===== src/rtl/temp_calc_pkg.sv =====
// Shared types and constants for the bit-serial temperature add/subtract unit.
package temp_calc_pkg;

    localparam int unsigned DEFAULT_WIDTH = 8;

    localparam logic OP_ADD = 1'b0;
    localparam logic OP_SUB = 1'b1;

    typedef enum logic [1:0] {
        IDLE  = 2'd0,
        SHIFT = 2'd1,
        DONE  = 2'd2
    } state_t;

endpackage


===== src/rtl/add_sub.sv =====
// One-bit full adder with operand-B inversion for subtraction.
module add_sub (
    input  logic a,
    input  logic b,
    input  logic cin,
    input  logic sel,
    output logic sum,
    output logic cout
);

    logic b_eff;

    assign b_eff = b ^ sel;
    assign sum   = a ^ b_eff ^ cin;
    assign cout  = (a & b_eff) | (a & cin) | (b_eff & cin);

endmodule


===== src/rtl/temperature_serial_alu.sv =====
// Bit-serial two's complement add/subtract: one bit per cycle through a single
// add_sub cell, LSB first; flags and result publish only when the last bit completes.
module temperature_serial_alu
    import temp_calc_pkg::*;
#(
    parameter int unsigned WIDTH = DEFAULT_WIDTH
) (
    input  logic             clk,
    input  logic             rst,
    input  logic             start,
    input  logic             op_sub,
    input  logic [WIDTH-1:0] a,
    input  logic [WIDTH-1:0] b,
    output logic             busy,
    output logic             done,
    output logic [WIDTH-1:0] result,
    output logic             carry_out,
    output logic             overflow
);

    localparam int unsigned CW = $clog2(WIDTH + 1);

    state_t           state_q, state_d;
    logic [WIDTH-1:0] a_q, a_d;
    logic [WIDTH-1:0] b_q, b_d;
    logic [WIDTH-1:0] acc_q, acc_d;
    logic [WIDTH-1:0] result_q, result_d;
    logic [CW-1:0]    cnt_q, cnt_d;
    logic             sub_q, sub_d;
    logic             carry_q, carry_d;
    logic             cout_q, cout_d;
    logic             ovf_q, ovf_d;
    logic             busy_q, busy_d;
    logic             done_q, done_d;

    logic             cell_sum;
    logic             cell_cout;

    add_sub u_add_sub (
        .a    (a_q[0]),
        .b    (b_q[0]),
        .cin  (carry_q),
        .sel  (sub_q),
        .sum  (cell_sum),
        .cout (cell_cout)
    );

    // Next-state, datapath shifting and registered-output decode
    always_comb begin
        state_d  = state_q;
        a_d      = a_q;
        b_d      = b_q;
        acc_d    = acc_q;
        result_d = result_q;
        cnt_d    = cnt_q;
        sub_d    = sub_q;
        carry_d  = carry_q;
        cout_d   = cout_q;
        ovf_d    = ovf_q;

        case (state_q)
            IDLE: begin
                if (start) begin
                    a_d     = a;
                    b_d     = b;
                    sub_d   = op_sub;
                    carry_d = (op_sub == OP_SUB);
                    cnt_d   = '0;
                    state_d = SHIFT;
                end
            end
            SHIFT: begin
                acc_d   = {cell_sum, acc_q[WIDTH-1:1]};
                a_d     = {1'b0, a_q[WIDTH-1:1]};
                b_d     = {1'b0, b_q[WIDTH-1:1]};
                carry_d = cell_cout;
                cnt_d   = cnt_q + CW'(1);
                // carry_q here is the carry into the MSB bit-cycle
                if (cnt_q == CW'(WIDTH - 1)) begin
                    result_d = {cell_sum, acc_q[WIDTH-1:1]};
                    cout_d   = cell_cout;
                    ovf_d    = carry_q ^ cell_cout;
                    state_d  = DONE;
                end
            end
            DONE: begin
                state_d = IDLE;
            end
            default: begin
                state_d = IDLE;
            end
        endcase

        busy_d = (state_d != IDLE);
        done_d = (state_d == DONE);
    end

    always_ff @(posedge clk) begin
        if (rst) begin
            state_q  <= IDLE;
            a_q      <= '0;
            b_q      <= '0;
            acc_q    <= '0;
            result_q <= '0;
            cnt_q    <= '0;
            sub_q    <= 1'b0;
            carry_q  <= 1'b0;
            cout_q   <= 1'b0;
            ovf_q    <= 1'b0;
            busy_q   <= 1'b0;
            done_q   <= 1'b0;
        end else begin
            state_q  <= state_d;
            a_q      <= a_d;
            b_q      <= b_d;
            acc_q    <= acc_d;
            result_q <= result_d;
            cnt_q    <= cnt_d;
            sub_q    <= sub_d;
            carry_q  <= carry_d;
            cout_q   <= cout_d;
            ovf_q    <= ovf_d;
            busy_q   <= busy_d;
            done_q   <= done_d;
        end
    end

    assign busy      = busy_q;
    assign done      = done_q;
    assign result    = result_q;
    assign carry_out = cout_q;
    assign overflow  = ovf_q;

endmodule


===== config.mk =====
export PLATFORM = sky130hd
export DESIGN_NAME = temperature_serial_alu
export DESIGN_NICKNAME = d
export VERILOG_FILES = /design/src/rtl/temp_calc_pkg.sv /design/src/rtl/add_sub.sv /design/src/rtl/temperature_serial_alu.sv
export SDC_FILE = /design/constraint.sdc
export NUM_CORES = 1
export LEC_CHECK = 0
export ABC_AREA = 1
export BUFFER_PORTS_ARGS = -buffer_cell sky130_fd_sc_hd__buf_2
export CORE_UTILIZATION = 28
export CTS_CLUSTER_SIZE = 14
export DETAILED_ROUTE_END_ITERATION = 8
export PLACE_DENSITY = 0.45
export SLEW_MARGIN = 0
export SYNTH_ARGS = -nofsm -noshare
export SYNTH_HDL_FRONTEND = slang
export SYNTH_SLANG_ARGS = --single-unit

===== constraint.sdc =====
create_clock -name clk -period 1.8 [get_ports clk]
set_input_delay 0.18 -clock clk [delete_from_list [all_inputs] [get_ports clk]]
set_output_delay 0.18 -clock clk [all_outputs]
set_load 0.05 [all_outputs]

==> summary by stage, run 1 <==
Floorplan
The floorplan has 29 rows. 32 I/O pins were placed. The effective utilization at floorplan is 29.0%. The floorplan step defined a die boundary enclosing 6950 sq um. Measured along the x axis, the die boundary spans 83.4 um. The height of the chip is 83.4 um. The area of the placeable core is 6390 sq um.

Outcome
The flow ran to the end, and the final reports show no timing, DRC or antenna violations.

Layout
The final layout contains 316 nets. The share of final-layout standard cells stronger than drive strength 1 is 21.4%. The utilization after layout is 34.4%. From synthesis to final layout, the design area changed by 18.5%. The number of antenna repair diodes is 0. The count of non-filler cells in the finished layout is 372.

Clock tree
The total clock buffers created by CTS is 5. The root buffer cell is clkbuf_8. The clock insertion delay at the later pin of the skew report is 300 ps. The number of buffers added for setup after CTS is 0.

Gates resized during post-CTS repair numbered 0. The cts-stage hold buffer count is 0. The clock transition at the registers of the reported paths is 80 ps.

The H-tree was split into 2 levels. TritonCTS built the clock tree. The total clock sinks is 43.

The clock passes through at most 2 buffers.

Drt
Dividing the detail-routed wire length by the instance count gives 11.3 um. The via density per instance is 4.41. The total vias in the final route is 1,639. After detailed routing, the number of remaining DRC violations is 0. The first TritonRoute pass finished after 4 iterations. The number of DRC violations after detailed-routing iteration 0 is 87. The final layout contains routed wiring with a total length of 4.21 mm. Once detail routing completed, the nets flagged for antenna violations numbered 0.

Timing
Timing would allow up to 666 MHz. Setup repair after global routing left no endpoint under its margin. For the pin with the worst max-slew slack, the measured transition is 568 ps. The final setup violation count is 0. After routing, the total negative slack on setup checks comes to 0 ps. The clock skew is 9.53 ps.

Headroom to the max-slew limit came out at 62.0%. Dividing the final minimum period by the clock period gives 83.4%. Counting I/O delays and the setup requirement, the final critical path takes 1500 ps.

The final number of hold-violating endpoints is 0. The number of pins with negative max-slew slack in the final report is 0.

Logic synthesis
Yosys printed 0 warnings. The number of cells produced by synthesis is 261. Averaged over all synthesized cells, the footprint is 7.10 sq um. The number of register bits inferred by synthesis is 43. The sequential fraction of the synthesis area is 46.4%. The synthesized net count is 283. The cell area that synthesis handed to floorplanning was 1850 sq um. The number of different library cells used by synthesis comes to 19.

Worst hold path
The class of the most critical hold timing path is input port to register.

Placement
The final RePlAce weighted congestion is 0.697. Once detailed placement completed, the half-perimeter wirelength came to 2.88 mm. The number of I/O port buffers is 31. The number of cells in the design after placement is 364.

Setup path
STA puts the critical path data required time at 2040 ps. STA puts the critical path data arrival time at 1740 ps. STA classifies the critical path startpoint as a register. Along the worst path, the maximum fanout reaches 10. The critical path in this run is classified as register to register. In this design, the critical path's most frequently occurring cell is nand2_1. Walking the worst path, the cells encountered are ha_1, nand2_1, nor2_2, nand2_4, nor2_4, nand2_1, nand2_1. The critical path endpoint category is a register.

In this run the register-to-register setup slack is 300 ps. In this design, the stage delay of the slowest critical-path cell is 390 ps. The slowest stage of the critical path is the dfxtp_1 cell.

Global route
Global routing consumed, over all layers together, 13.2% of the routing resources. The via count of the first global-routing pass is 1,517. The largest net degree at the start of global routing is 27. The total overflow reported by the global router is 0. The number of antenna violations at the first check in global routing is 0.

The first global-routing pass estimated 7.15 mm of wire.

Power
The leakage power total is 1.06 nW. Power spread over the standard cell area amounts to 869 nW/um^2. Across the VDD grid, the largest voltage drop is 0.000284 V.

Job
The number of max-cap violations is 0.
## routing by layer
layer  share of wire [%]  track usage [%]  vias up
met5                   0                0        -
met4                 1.3             5.17        0
met3                 3.4             3.88        5
met2                  43             19.7       29
met1                  53             17.8      726
li1                    -                -      879
## final timing paths
kind	startpoint	end	cells after the start
hold / removal	a[7]	a_q[7]	3
setup / recovery	cnt_q[0]	result[6]	7
setup reg to reg	cnt_q[0]	result[6]	7
hold reg to reg	acc_q[2]	result[1]	2
## Yosys cell counts, drive strengths merged
cell type / count / area, sq um
buf: 11 / 61.3
a21oi: 10 / 50.1
fa: 1 / 20.0
nand2: 66 / 258
nand3: 41 / 205
xnor2: 1 / 8.76
clkbuf: 2 / 7.51
dfxtp: 43 / 861
o21ai: 9 / 45.0
inv: 25 / 93.8
nor2: 51 / 231
ha: 1 / 12.5
## where the power goes
group          switching [mW]  internal [mW]  leakage (nW)  total [mW]
Clock                   0.326          0.351        0.0515       0.677
Sequential             0.0241          0.992         0.351        1.02
Combinational           0.137         0.0805         0.658       0.217
Total                   0.487           1.42          1.06        1.91
## flip-flops by register name (all words and copies together), names as in the netlist
signal     flops
carry_q        1
overflow       1
state_q        2
busy           1
cnt_q          4
a_q            8
carry_out      1
acc_q          7
b_q            8
sub_q          1
result         8
done           1
## critical path, delay by kind of cell (launching register included)
family	cells	cell delay, ps
flops	1	390
simple gates	6	860
fa+ha+maj	1	180
## final cells by class
class | count | area, sq um
clock buffer | 8 | 100
tap | 77 | 96.3
multi-input combinational | 180 | 831
fill | 725 | 4190
inverter | 25 | 93.8
timing repair buffer | 39 | 215
sequential | 43 | 861
## placed cells by master, fill, tap and decap left out, drive strengths merged
cell    Yosys  routed
nand3      41      41
buf        11      39
nand2      66      66
nor2       51      51
inv        25      25
ha          1       1
a21oi      10      10
o21ai       9       9
fa          1       1
xnor2       1       1
dfxtp      43      43
clkbuf      2       8
## per-stage QoR
step	worst slack, ps	hold WS [ps]	cell area (sq um)	total power, mW
2_1_floorplan	548	323	1850	1.19
3_3_place_gp	308	437	2100	1.26
3_5_place_dp	299	440	2100	1.26
4_1_cts	273	122	2200	1.94
5_1_grt	123	125	2200	2.02
6_report	299	133	2200	1.91
## cell families (layout without fill, tap and decap cells)
kind of cell,count (synthesis),in the layout,synth area share (%)
buf+inv,38,72,8.77
compound gates,19,19,5.13
flops,43,43,46.4
fa+ha+maj,2,2,1.75
xor+xnor,1,1,0.472
simple gates,158,158,37.4
Note: power is estimated with default switching activity, not from simulation.
==> run 2, diff against run 1 <==
Settings changed: PLACE_DENSITY 0.45 to 0.46.
Clock period 1.8 ns to 1.35 ns, I/O delays scaled along.
==> summary by stage, run 2 (same netlist as run 1, synthesis figures left out) <==
Outcome
Result of the run: completed (unchanged).

Floorplan
The effective utilization at floorplan is 29.0% (unchanged). The chip width is 83.4 um (unchanged). The area of the placeable core is 6390 sq um (unchanged).

The number of I/O pins is 32 (unchanged). The height of the chip is 83.4 um (unchanged). The die outline area is 6950 sq um (unchanged).

The floorplan row count was 29 (unchanged).

Setup path
The data arrival at the endpoint of the critical path is 1520 ps (was 1740 ps). The critical path endpoint category is a register (unchanged). The capturing element of the worst setup path is acc_q[7] (was result[6]). The origin of the worst setup path is sub_q (was cnt_q[0]). The critical-path maximum fanout is 2 (was 10). The length in cells of the worst reg-to-reg path is 4 (was 7). The startpoint type of the worst setup path is a register (unchanged). The type of the worst setup path is register to register (unchanged). The startpoint of the worst-slack reg-to-reg timing path was sub_q (was cnt_q[0]).

The critical path data required time is 1540 ps (was 2040 ps). The register-to-register setup slack is 20 ps (was 300 ps). The capture point of the worst reg-to-reg path was acc_q[7] (was result[6]).

Global route
The via count of the first global-routing pass is 1,592 (was 1,517). The global-route wire length before repair is 7.39 mm (was 7.15 mm). The largest net degree at the start of global routing came to 27 (unchanged). The number of antenna violations at the first check in global routing came to 0 (unchanged).

The total overflow reported by the global router came to 0 (unchanged). The total global-route track usage is 13.3% (was 13.2%).

Layout
The share of final-layout standard cells stronger than drive strength 1 is 26.6% (was 21.4%). Commonest cells after routing, fill and taps aside: nand2_1 (64), dfxtp_1 (41), nand3_1 (40), nor2_1 (39), buf_2 (31) (was nand2_1 (64), dfxtp_1 (43), nand3_1 (41), nor2_1 (39), buf_2 (31)). The area added between synthesis and finish is 26.6% (was 18.5%).

The number of antenna repair diodes is 0 (unchanged). The most frequent standard cell in the layout excluding fill and tap cells is nand2_1 (unchanged). The utilization after layout came to 36.8% (was 34.4%). The final instance area is 2350 sq um (was 2200 sq um). The final net count came to 326 (was 316).

Clock tree
The total clock buffers created by CTS was 5 (unchanged). The level count of the clock H-tree came to 2 (unchanged). The clock transition at the registers of the reported paths came to 80 ps (about the same). The clock insertion delay at the later pin of the skew report is 290 ps (was 300 ps). The total clock sinks was 43 (unchanged). The root buffer cell is clkbuf_8 (unchanged). The maximum clock insertion buffer count is 2 (unchanged). The CTS tree is built (unchanged).

Timing
The measured slew at the worst slew-check pin is 303 ps (was 568 ps). The fmax came to 752 MHz (was 666 MHz). The share of the cycle needed by the critical path after routing is 98.6% (was 83.4%). The clock skew is 3.69 ps (was 9.53 ps). The final critical delay including setup and external delays came to 1330 ps (was 1500 ps). The final number of hold-violating endpoints is 0 (unchanged). The number of pins with negative max-slew slack in the final report is 0 (unchanged). The final setup violation count came to 0 (unchanged). RSZ-0062 raised after global routing: yes (was no).

The headroom to the max-slew limit is 79.8% (was 62.0%).

Drt
The routed length on met1 was 2.11 mm (was 2.21 mm). The total vias in the final route is 1,641 (was 1,639). The routed length on met2 is 1.85 mm (was 1.80 mm). The total length of routed met3 wires is 141 um (was 145 um). The highest signal layer in the routed design is met4 (unchanged). The total DRC errors in the routed layout came to 0 (unchanged). The count of nets left with antenna violations after detail routing is 0 (unchanged). The number of DRC violations after detailed-routing iteration 0 was 58 (was 87). The overall routed net length came to 4.15 mm (was 4.21 mm). The average wire per cell in the routed design came to 10.9 um (was 11.3 um).

The via density per instance came to 4.30 (was 4.41). The number of iterations in the first detailed-routing pass was 6 (was 4).

Placement
The number of I/O port buffers came to 31 (unchanged). The cell area after placement is 2170 sq um (was 2100 sq um). The half-perimeter wire length after placement is 2.94 mm (was 2.88 mm). The final RePlAce weighted congestion is 0.715 (was 0.697).

Power
The total power was 2.88 mW (was 1.91 mW). The power density normalized to cell area is 1230 nW/um^2 (was 869 nW/um^2). The leakage power total is 1.13 nW (was 1.06 nW). The worst-case vdd ir drop was 0.000514 V (was 0.000284 V).

Job
The number of max-cap violations is 0 (unchanged).

Worst hold path
The startpoint of the worst hold path is a[7] (unchanged). The class of the most critical hold timing path is input port to register (unchanged).
run 2: cell count changes in the layout (fill, tap and decap cells not counted), moves of 2 or more:
cell	previous run	this run
buf_4	8	17
bufinv_16	0	2
clkbuf_8	7	5
dfxtp_1	43	41
dfxtp_2	0	2
run 2: critical path, stage by stage (launching register included):
cell and delay [ps]:
dfxtp_2 340, xnor2_2 140, fa_2 590, buf_4 110
a21oi_2 40
run 2: area by class of cell:
| type | instances | area [sq um] |
|---|---|---|
| inverter | 25 | 93.8 |
| clock inverter | 3 | 67.6 |
| clock buffer | 5 | 68.8 |
| fill | 709 | 4040 |
| tap | 77 | 96.3 |
| sequential | 43 | 863 |
| multi-input combinational | 180 | 855 |
| timing repair buffer | 49 | 303 |
run 2: timing repair:
item / in CTS / in global routing
endpoints found under the setup margin: 0 / 9
hold endpoints to repair: 0 / 0
buffers inserted: 0 / 2
resized for setup: 0 / 8
hold buffers: 0 / 0
run 2: worst min path at each step:
stage / slack, ps / cells after the start / endpoint
finish: 80 / 3 / a_q[7]
global route: 70 / 3 / a_q[7]
CTS: 70 / 3 / a_q[7]
detailed placement: 390 / 3 / a_q[7]
global placement: 390 / 3 / a_q[7]
floorplan: 280 / 2 / a_q[7]
run 2: per-layer routing:
| metal | track usage [%] | vias up |
|---|---|---|
| li1 | - | 899 |
| met2 | 21.6 | 26 |
| met3 | 3.38 | 4 |
| met4 | 4.23 | 0 |
| met1 | 17.1 | 712 |
| met5 | 0 | - |
run 2: stage by stage:
step                setup TNS [ps]  worst slack (ps)  instances  hold slack, ps
global placement                 0              69.1        372             385
finish                           0              19.4        382            84.2
detailed placement               0              41.3        372             393
global route                 -92.5             -34.9        382            72.9
floorplan                        0              98.2        261             278
CTS                              0              29.0        380            71.6
run 2: report_power, final:
part / switching [mW] / internal, mW
Combinational: 0.190 / 0.139
Clock: 0.460 / 0.738
Sequential: 0.0318 / 1.32
Total: 0.682 / 2.20
